**src/rtl/result_deskew_fifo.sv**
```systemverilog
// result_deskew_fifo
//   Realigns skewed per-column systolic-array results into full rows, checks
//   that each wavefront arrives complete, frames rows into tiles and buffers
//   them in a first-word-fall-through FIFO with a valid/ready output.
//
// Ports
//   clk, reset    clock; synchronous active-high reset
//   in_valid[N]   per-column valid; bit c qualifies column c
//   in_data       skewed column results, column c at [c*RESULT_WIDTH +: RESULT_WIDTH]
//   out_valid     aligned row available at FIFO head
//   out_ready     downstream accepts the head row
//   out_data      head row, same packing as in_data (0 while empty)
//   out_last      head row is the last row of a tile
//   level         rows currently stored (0..FIFO_DEPTH)
//   overflow      sticky: a complete row was dropped because the FIFO was full
//   skew_error    sticky: a wavefront arrived with only some columns valid
//   clear_flags   clears overflow and skew_error (a set in the same cycle wins)
//
// Handshake: a row transfers on every rising edge where out_valid && out_ready.
// While out_valid=1 and out_ready=0 the head (out_data/out_last) holds stable.
module result_deskew_fifo #(
  parameter int N             = 4,
  parameter int RESULT_WIDTH  = 32,
  parameter int FIFO_DEPTH    = 8,
  parameter int ROWS_PER_TILE = 4
) (
  input  logic                           clk,
  input  logic                           reset,
  input  logic [N-1:0]                   in_valid,
  input  logic [N*RESULT_WIDTH-1:0]      in_data,
  output logic                           out_valid,
  input  logic                           out_ready,
  output logic [N*RESULT_WIDTH-1:0]      out_data,
  output logic                           out_last,
  output logic [$clog2(FIFO_DEPTH):0]    level,
  output logic                           overflow,
  output logic                           skew_error,
  input  logic                           clear_flags
);

  localparam int W   = RESULT_WIDTH;
  localparam int AW  = $clog2(FIFO_DEPTH);
  localparam int LW  = AW + 1;
  localparam int RW  = $clog2(ROWS_PER_TILE > 1 ? ROWS_PER_TILE : 2);
  localparam int WUW = $clog2(N) + 1;

  // Aligned (deskewed) view of the current wavefront.
  logic [N-1:0]   al_valid;
  logic [N*W-1:0] al_data;

  // Column c is delayed by N-1-c free-running stages so that all columns of a
  // wavefront meet in the same cycle. Bubbles (valid=0) travel with the data.
  for (genvar c = 0; c < N; c++) begin : g_col
    localparam int D = N - 1 - c;
    if (D == 0) begin : g_direct
      assign al_valid[c]       = in_valid[c];
      assign al_data[c*W +: W] = in_data[c*W +: W];
    end else begin : g_delay
      logic [D-1:0] v_sr;
      logic [W-1:0] d_sr [D];
      always_ff @(posedge clk) begin
        if (reset) begin
          v_sr <= '0;
          for (int k = 0; k < D; k++) d_sr[k] <= '0;
        end else begin
          v_sr[0] <= in_valid[c];
          d_sr[0] <= in_data[c*W +: W];
          for (int k = 1; k < D; k++) begin
            v_sr[k] <= v_sr[k-1];
            d_sr[k] <= d_sr[k-1];
          end
        end
      end
      assign al_valid[c]       = v_sr[D-1];
      assign al_data[c*W +: W] = d_sr[D-1];
    end
  end

  // After reset the delay lines have been flushed, but columns of a wavefront
  // that started before reset can still arrive for up to N-1 cycles. Those
  // leftovers are discarded without flagging a skew error.
  logic [WUW-1:0] warm_cnt;
  logic           warm_done;

  always_ff @(posedge clk) begin
    if (reset)               warm_cnt <= WUW'(N - 1);
    else if (warm_cnt != '0) warm_cnt <= warm_cnt - 1'b1;
  end

  assign warm_done = (warm_cnt == '0);

  logic row_complete, row_partial;
  assign row_complete = warm_done && (&al_valid);
  assign row_partial  = warm_done && (|al_valid) && !(&al_valid);

  // Tile framing: the counter advances for every complete row, even one that
  // is dropped on overflow, so tile boundaries stay where the producer put them.
  logic [RW-1:0] row_cnt;
  logic          row_last;
  assign row_last = (row_cnt == RW'(ROWS_PER_TILE - 1));

  always_ff @(posedge clk) begin
    if (reset) begin
      row_cnt <= '0;
    end else if (row_complete) begin
      row_cnt <= row_last ? '0 : row_cnt + 1'b1;
    end
  end

  // FIFO storage and control.
  logic [N*W-1:0]        mem_data [FIFO_DEPTH];
  logic [FIFO_DEPTH-1:0] mem_last;
  logic [AW-1:0]         wr_ptr, rd_ptr;
  logic                  full, push, pop, drop;

  assign full = (level == LW'(FIFO_DEPTH));
  assign pop  = out_valid && out_ready;
  // A pop in the same cycle frees the slot, so a full FIFO still accepts.
  assign push = row_complete && (!full || pop);
  assign drop = row_complete && full && !pop;

  always_ff @(posedge clk) begin
    if (push) begin
      mem_data[wr_ptr] <= al_data;
      mem_last[wr_ptr] <= row_last;
    end
  end

  // Pointers wrap naturally because FIFO_DEPTH is a power of two.
  always_ff @(posedge clk) begin
    if (reset) begin
      wr_ptr <= '0;
      rd_ptr <= '0;
      level  <= '0;
    end else begin
      if (push) wr_ptr <= wr_ptr + 1'b1;
      if (pop)  rd_ptr <= rd_ptr + 1'b1;
      case ({push, pop})
        2'b10:   level <= level + 1'b1;
        2'b01:   level <= level - 1'b1;
        default: level <= level;
      endcase
    end
  end

  always_comb begin
    out_valid = (level != '0);
    out_data  = '0;
    out_last  = 1'b0;
    if (out_valid) begin
      out_data = mem_data[rd_ptr];
      out_last = mem_last[rd_ptr];
    end
  end

  // Sticky flags: a new event in the same cycle beats clear_flags.
  always_ff @(posedge clk) begin
    if (reset) begin
      overflow   <= 1'b0;
      skew_error <= 1'b0;
    end else begin
      if (drop)             overflow <= 1'b1;
      else if (clear_flags) overflow <= 1'b0;
      if (row_partial)      skew_error <= 1'b1;
      else if (clear_flags) skew_error <= 1'b0;
    end
  end

endmodule

```
**config.mk**
```make
export PLATFORM = sky130hd
export DESIGN_NAME = result_deskew_fifo
export DESIGN_NICKNAME = d
export VERILOG_FILES = /design/src/rtl/result_deskew_fifo.sv
export SDC_FILE = /design/constraint.sdc
export NUM_CORES = 1
export LEC_CHECK = 0
export ABC_AREA = 1
export CELL_PAD_IN_SITES_DETAIL_PLACEMENT = 0
export CELL_PAD_IN_SITES_GLOBAL_PLACEMENT = 2
export CORE_ASPECT_RATIO = 0.6
export CORE_UTILIZATION = 37
export CTS_CLUSTER_SIZE = 30
export DETAILED_ROUTE_END_ITERATION = 7
export HOLD_SLACK_MARGIN = 0.02
export PLACE_DENSITY_LB_ADDON = 0.1
export SLEW_MARGIN = 20
export SYNTH_ARGS = -nofsm -noshare
export SYNTH_HDL_FRONTEND = slang
export SYNTH_SLANG_ARGS = --single-unit
```
**constraint.sdc**
```tcl
create_clock -name clk -period 13.9 [get_ports clk]
set_input_delay 3.475 -clock clk [delete_from_list [all_inputs] [get_ports clk]]
set_output_delay 3.475 -clock clk [all_outputs]
set_load 0.02 [all_outputs]
```
# Word-level counts from Yosys, hierarchy flattened
# Memory sizes are Yosys's and may differ from the RTL's. A register that Yosys moved wholly into a read port is not among the register bits.
# Cells that the tools add are included.
dict set report totals {
  mem_bits_rw 1216
  inputBits 136
  reg_bits 31
  memories 4
  out_inout_bits 136
  wordCells 80
}
dict set report op_classes {
  muxes 26
  add_sub_neg 6
  bitwise_logic 5
  eq_ne 4
  reduce_logical 21
  n_lt_le_gt_ge 3
}
# name depth width rd rd_clocked_by_memory_dff wr line_no
set mem_list {}
lappend mem_list {mem_data 8 128 1 1 1 111} ;# logic [N*W-1:0] mem_data [FIFO_DEPTH];
lappend mem_list {{g_col[0].g_delay.d_sr} 3 32 3 0 3 60} ;# logic [W-1:0] d_sr [D];
lappend mem_list {{g_col[1].g_delay.d_sr} 2 32 2 0 2 60}
lappend mem_list {{g_col[2].g_delay.d_sr} 1 32 1 0 1 60}
# op count
set ops {}
lappend ops {{32-bit 2-to-1 mux} 6}
lappend ops {{128-bit 2-to-1 mux} 1}
lappend ops {{32-bit OR reduction} 1}
lappend ops {{1-bit 2-to-1 mux} 12}
lappend ops {{8-bit bitwise mux} 1}
lappend ops {{1-bit logical AND} 8}
lappend ops {{3-bit by 4-bit less-than comparator with 1-bit output, second input constant} 2}
lappend ops {{4-bit case mux with 2 select lines} 1}
lappend ops {{3-bit by 1-bit adder with 3-bit output, second input constant} 2}
lappend ops {{3-bit 2-to-1 mux} 2}
lappend ops {{2-bit nonzero test} 3}
lappend ops {{1-bit bitwise OR} 5}
lappend ops {{4-bit by 1-bit adder with 4-bit output, second input constant} 1}
lappend ops {{2-bit == test, second input constant} 2}
lappend ops {{4-bit == test, second input constant} 1}
lappend ops {{4-bit AND reduction} 1}
lappend ops {{4-bit nonzero test} 1}
lappend ops {{4-bit OR reduction} 1}
lappend ops {{4-bit by 1-bit subtractor with 4-bit output, second input constant} 1}
lappend ops {{1-bit binary-select mux with 3-bit select} 1}
lappend ops {{1-bit demux with 3-bit select} 1}
lappend ops {{3-bit by 1-bit >= comparator with 1-bit output, second input constant} 1}
lappend ops {{1-bit zero test} 3}
lappend ops {{3-bit zero test} 1}
lappend ops {{other kinds (6)} 6}

# Longest topological paths before layout
# Gate-level depths: netlist (run 1).
dict set report depth {
  depth_word 6
  mapped_depth 15
  depth_no_buf 15
}

# Least setup slack after synthesis (run 1)
# No wires, ideal clock.
dict set report synth_timing {
  path_kind {input -> register}
  startpoint {input port in_valid[3]}
  endpoint {memory mem_data[3][0] in the netlist's numbering, enable pin}
  n_path_buf 0
  path_slack_ns 0.259
  stages 8
  setup_ns 0.776
  required_time_ns 13.124
  arrival_time_ns 12.865
  path_cell_list {nand2_1 -> nor2_1 -> nand2_2 -> inv_1 -> nand2_1 -> nor2_1 -> inv_1 -> nor3_1}
}
dict set report synth_between {
  elab_chain_cells 5
}
# element line_no
set synth_lines {}
lappend synth_lines {{start: declaration} 29} ;# input logic [N-1:0] in_valid,
lappend synth_lines {{4-bit AND reduction} 93} ;# assign row_complete = warm_done && (&al_valid);
lappend synth_lines {{1-bit logical AND} 93}
lappend synth_lines {{1-bit logical AND} 119} ;# assign push = row_complete && (!full || pop);
lappend synth_lines {{1-bit 2-to-1 mux} 123} ;# if (push) begin
lappend synth_lines {{1-bit 2-to-1 mux (implied by the code)} 124} ;# mem_data[wr_ptr] <= al_data;
lappend synth_lines {{end: declaration} 111}
# Every way passes these cells.

==> results of run 1 <==
-- worst paths after layout --
kind / start / depth (start not counted) / slack, ns / end
setup / recovery: flip-flop / 8 / 5.67 / out_data[74]
hold / removal: g_col[0].g_delay.d_sr[0][42] / 2 / 0.40 / g_col[0].g_delay.d_sr[0][74]
setup reg to reg: warm_cnt[0] / 10 / 9.96 / mem_data[2][24]
hold reg to reg: g_col[0].g_delay.d_sr[0][42] / 2 / 0.40 / g_col[0].g_delay.d_sr[0][74]
-- final cells by class --
cell class / count / area (um2)
Inverter: 224 / 872
Clock inverter: 47 / 589
Timing Repair Buffer: 314 / 3120
Multi-Input combinational cell: 1976 / 9080
Sequential cell: 1250 / 35400
Tap cell: 1683 / 2110
Fill cell: 11600 / 69800
Clock buffer: 180 / 3420
Antenna cell: 2 / 5.00
-- cells in the final DEF (no fill, tap or decap), drive strengths merged --
cell and instances:
a21oi 13, a31oi 129, buf 44, bufinv 11, clkbuf 180, clkdlybuf4s50 270
clkinv 31, clkinvlp 4, dfxtp 218, diode 2, edfxtp 1032, ha 6
inv 225, nand2 34, nand3 10, nor2 989, nor3 9, o211a 1
o211ai 1, o21ai 650, o22ai 128, o32ai 2, o41ai 1, xnor2 2
xor2 1
-- layer usage --
metal / wire [um] / vias up / part of all wire (%)
met4: 2050 / 8 / 1.7
met1: 59500 / 13900 / 49
li1: - / 13400 / -
met3: 4430 / 153 / 3.7
met5: 59 / - / 0.049
met2: 54900 / 441 / 45
-- synthesized netlist by cell type, drive strengths merged (10+ instances only) --
cell	n
buf	126
dfxtp	218
inv	224
clkbuf	110
o21ai	650
nand2	34
o22ai	128
a21oi	13
edfxtp	1032
nand3	10
a31oi	129
nor2	989
-- metrics by stage --
step	setup slack [ns]	utilization (%)	power, mW	instances	cell area, um2
6_report	5.67	43.9	11.1	5676	54600
5_1_grt	5.29	43.9	11.7	5675	54500
4_1_cts	5.59	43.9	11.3	5674	54500
3_5_place_dp	6.41	40.6	7.90	5447	50500
3_3_place_gp	6.36	40.6	7.93	5447	50500
2_1_floorplan	0.259	-	6.43	3686	46600
-- registers in the layout (all words and copies together), names as in the netlist, named ones only --
signal and cells:
g_col.g_delay.d_sr 192, g_col.g_delay.v_sr 6, level 4, mem_data 1024, mem_last 8, overflow 1
rd_ptr 3, row_cnt 2, skew_error 1, warm_cnt 3, wr_ptr 3
-- worst max-delay path, stage by stage (launching register included) --
cell and delay, ns:
dfxtp_4 0.51, inv_16 0.50, buf_4 0.85, buf_4 0.64, o21ai_0 0.16, o22ai_1 0.15
o21ai_1 0.09, a31oi_1 0.25, clkdlybuf4s50_1 0.65
-- power groups by stage --
stage / sequential, mW / clock [mW] / combinational (mW)
CTS: 4.17 / 3.42 / 3.67
finish: 4.16 / 3.33 / 3.59
detailed placement: 4.25 / 0 / 3.65
global placement: 4.25 / 0 / 3.68
global route: 4.17 / 3.56 / 3.94
floorplan: 4.19 / 0 / 2.24
-- kinds of logic (layout without fill, tap and decap cells) --
group                    after synthesis  in the layout  synth area share (%)
AND/OR/NAND/NOR                     1042           1042                  8.48
XOR/XNOR                               3              3                0.0564
adder cells (fa/ha/maj)                6              6                 0.161
flip-flops                          1250           1250                  75.9
other                                  0              2                     0
AO/OA/AOI/OAI                        925            925                  10.7
buffers and inverters                460            765                  4.70
==> flow_summary.json, run 1 <==
{
  "synthArstFlopShare_pct": 0,
  "grt.overflow.total": 0,
  "power.leakage_nw": 18.6,
  "ys_ff_latch": 1250,
  "vias": 28000,
  "arrival_ns": 4.76,
  "p_clk_share_pct": 30.0,
  "clk_latency_ns": 0.73,
  "rsz0062_at_grt": "no",
  "busiest_layer": "met2",
  "syn_area_um2": 46600,
  "ant_nets": 0,
  "gp_congestion": 0.700,
  "path_class": "flip-flop to output port",
  "met3_usage_pct": 3.12,
  "routedWlPerCell_um": 21.3,
  "drt_iter0_drc": 1933,
  "fin_tns_setup_ns": 0,
  "path_max_fanout": 174,
  "cts.htree.levels": 3,
  "seq_area_frac_synth_pct": 75.9,
  "via_per_inst": 4.93,
  "finalHoldViolCount": 0,
  "p_int_mw": 7.25,
  "use_met1_pct": 27.8,
  "hpwlAfterDp_mm": 58.1,
  "grt_max_degree": 197,
  "cts_resized": 0,
  "combPwrFrac_pct": 32.4,
  "fin_skew_ns": 0.0196,
  "cts_tree": "built",
  "start_kind": "flip-flop",
  "holdWs_ns": 0.400,
  "avgSynthCellArea_um2": 12.6,
  "worst_setup_path_end_kind": "output port",
  "syn_nets": 3828,
  "fin_crit_ns": 8.23,
  "cap_violations": 0,
  "grt.met2_usage_pct": 29.6,
  "synthToLayoutAreaGrowth_pct": 17.1,
  "clock_path_buffers": 3,
  "cts.sinks": 1250,
  "p_sw_share_pct": 34.5,
  "die_x_um": 460,
  "antenna_found_initial": 10,
  "worst_slew_pin_slew_ns": 1.23,
  "die_h_um": 277,
  "clk_pin_slew_worst_paths_ns": 0.06,
  "syn-instance-count": 3686,
  "vdd_drop_max_mv": 0.125,
  "slew_violations": 0,
  "rows": 100,
  "first_pass_iters": 7,
  "grt_pass1_vias": 27600,
  "setup_viol": 0,
  "io_pins": 272,
  "cts-buffers-inserted": 119,
  "synth.top_cell.area_share_pct": 66.5,
  "yosys.area.top_type": "edfxtp_1",
  "nets": 4027,
  "grt_pass1_wl_mm": 182,
  "clock.fmax_ghz": 0.121,
  "timing.final.crit_share_pct": 59.2,
  "cp.required_ns": 10.43,
  "post_cts_buffers": 0,
  "drive_gt1_share_pct": 6.16,
  "routed_wl_mm": 121,
  "powerDensity_nw_per_um2": 203,
  "grt_use_total_pct": 19.0,
  "cts_hold_buffers": 0,
  "synthTopCellsByArea": "edfxtp_1 (67%), dfxtp_1 (9.4%), nor2_1 (8.0%)",
  "root_buffer": "clkbuf_16",
  "slew_headroom_pct": 17.9,
  "p_switching_mw": 3.83,
  "start_util_pct": 37.5,
  "ys_warn_count": 0,
  "drt_drc_violations_left": 0,
  "power_frac_seq_pct": 37.6,
  "synth-edff-count": 1032,
  "core-area_um2": 124000,
  "port_buffers": 271,
  "worstHoldPathType": "flip-flop to flip-flop",
  "ys_types": 34,
  "dieArea_um2": 127000,
  "status": "finished clean",
  "synth-main-ff-cell": "edfxtp_1"
}
(Power assumes the default switching activity.)
==> inputs of run 2 (changes only) <==
CORE_UTILIZATION = 41   (was 37)
clock period = 8.1 ns   (was 13.9 ns; I/O delays follow)
==> run 2 against run 1 <==
Die area fell by 9.7%. Largest power group unchanged. Clock skew fell by 0.0035 ns. Cell count fell by 3.2%. Critical path type unchanged. Power rose by 71%. The flow now finishes with violations (DRC). First-iteration DRC count rose by 5.5%. Count of clock-buffer cells in the layout fell by 8.
==> flow_summary.json, run 2 (synthesis results as in run 1) <==
{
  "synthToLayoutAreaGrowth_pct": 17.0,
  "ff_latch_area_um2": 35400,
  "cts_tree": "built",
  "clock_path_buffers": 3,
  "die_h_um": 263,
  "layout_setup_ws_ns": 1.87,
  "post_cts_buffers": 0,
  "worst-path-buf-inv": 3,
  "grt_pass1_vias": 26900,
  "clk_latency_ns": 0.72,
  "drt_drc_violations_left": 20,
  "drive_gt1_share_pct": 6.24,
  "slew_violations": 0,
  "io_pins": 272,
  "final_common_cell": "edfxtp_1",
  "dpl-instance-area_um2": 50500,
  "root_buffer": "clkbuf_16",
  "dp.cells": 5267,
  "cp_cell_sequence": "inv_8 -> buf_4 -> o21ai_0 -> o22ai_1 -> o21ai_1 -> a31oi_1 -> clkdlybuf4s50_1",
  "port_buffers": 271,
  "timing.final.crit_share_pct": 76.9,
  "cap_violations": 0,
  "fin_tns_setup_ns": 0,
  "fin_crit_ns": 6.23,
  "pre_cts_ws_ns": 2.58,
  "hpwlAfterDp_mm": 55.8,
  "vias": 27800,
  "stdcell_count": 5497,
  "regToRegSetupSlack_ns": 4.95,
  "grt.overflow.total": 0,
  "worst_setup_path_end_kind": "output port",
  "postLayoutCellArea_um2": 54500,
  "nFillCells": 10000,
  "rsz0062_at_grt": "no",
  "grt_max_degree": 257,
  "start_util_pct": 41.5,
  "grt_use_total_pct": 19.9,
  "cp.required_ns": 6.08,
  "via_per_inst": 5.05,
  "antenna_found_initial": 9,
  "reg2reg_from": "warm_cnt[0]",
  "cp.depth": 7,
  "finalHoldViolCount": 0,
  "start_kind": "flip-flop",
  "rows": 95,
  "core-area_um2": 112000,
  "largest_reg_flops": 1024,
  "worst_path_max_delay_cell": "inv_8",
  "routed_wl_mm": 115,
  "cpLargestDelayFamily": "buffers and inverters",
  "multi_input_area_um2": 9130,
  "first_pass_iters": 7,
  "largest_register": "mem_data",
  "cts_resized": 0,
  "path_class": "flip-flop to output port",
  "hold_end": "g_col[1].g_delay.d_sr[0][51]",
  "dieArea_um2": 115000,
  "holdWs_ns": 0.387,
  "hold_depth": 2,
  "powerDensity_nw_per_um2": 347,
  "routedWlPerCell_um": 20.9,
  "drt_iter0_drc": 2039,
  "grt_pass1_wl_mm": 174,
  "die_x_um": 437,
  "cts_hold_buffers": 0,
  "fin_skew_ns": 0.0161,
  "arrival_ns": 4.21,
  "nets": 4026,
  "mostFrequentLayoutCells": "edfxtp_1 (1032), nor2_1 (988), o21ai_0 (482)",
  "worstHoldPathType": "flip-flop to flip-flop",
  "violations": "DRC",
  "cts.sinks": 1250,
  "vdd_drop_max_mv": 0.295,
  "gp_congestion": 0.698,
  "status": "complete, but fails checks",
  "cts-buffers-inserted": 118,
  "slew_headroom_pct": 24.5,
  "power.leakage_nw": 18.7,
  "r2r_end": "mem_data[6][26]",
  "clk_pin_slew_worst_paths_ns": 0.06,
  "largestRegisters": "mem_data x1024, g_col.g_delay.d_sr x192, mem_last x8",
  "worstRegToRegCells": 10,
  "path_max_fanout": 125,
  "clock.fmax_ghz": 0.161,
  "worst_slew_pin_slew_ns": 1.13,
  "max_stage_delay_ns": 0.72,
  "cts.htree.levels": 3,
  "ant_nets": 0,
  "hold_start": "g_col[1].g_delay.d_sr[0][19]",
  "setup_viol": 0
}
[run 2: tightest hold or removal path, stage by stage, from the launching register on]
cell     delay, ns
dfxtp_1       0.30
inv_1         0.04
nor2_1        0.03
[run 2: how the worst max path moves through the flow]
| stage | from | end | slack (ns) |
|---|---|---|---|
| after detailed placement | flip-flop | out_data[126] | 2.58 |
| after CTS | flip-flop | out_data[126] | 1.77 |
| after floorplan | in_valid[3] | mem_data[1][0] | -0.15 |
| after global placement | flip-flop | out_data[126] | 2.58 |
| final | flip-flop | out_data[126] | 1.87 |
| after global routing | flip-flop | out_data[126] | 1.63 |
[run 2: power by group]
| part | total [mW] | internal (mW) | switching [mW] | leakage [nW] |
|---|---|---|---|---|
| logic | 6.10 | 2.19 | 3.91 | 5.51 |
| registers | 7.13 | 7.00 | 0.139 | 11.2 |
| clock network | 5.66 | 3.27 | 2.39 | 1.95 |
[run 2: cell type report]
| class | count | area share [%] |
|---|---|---|
| diodes | 4 | 0.0184 |
| clock buffers | 172 | 6.26 |
| well taps | 1503 | 3.45 |
| flip-flops and latches | 1250 | 64.9 |
| clock inverters | 54 | 1.06 |
| repair buffers | 314 | 5.95 |
| inverters | 224 | 1.60 |
| multi-input cells | 1976 | 16.8 |
[run 2: layer usage]
metal	share of wire, %	routed length [um]	up-vias	track usage (%)
met2	46	52800	533	31.5
met3	4.1	4650	152	3.21
met5	0.031	36	-	0
met4	1.8	2060	6	4.59
li1	-	-	13400	-
met1	48	55100	13600	28.7
[run 2: per-stage QoR]
| step | utilization, % | power [mW] |
|---|---|---|
| after global routing | 48.5 | 19.9 |
| after global placement | 44.9 | 13.5 |
| final | 48.5 | 18.9 |
| after CTS | 48.5 | 19.2 |
| after floorplan | - | 11.0 |
| after detailed placement | 44.9 | 13.5 |
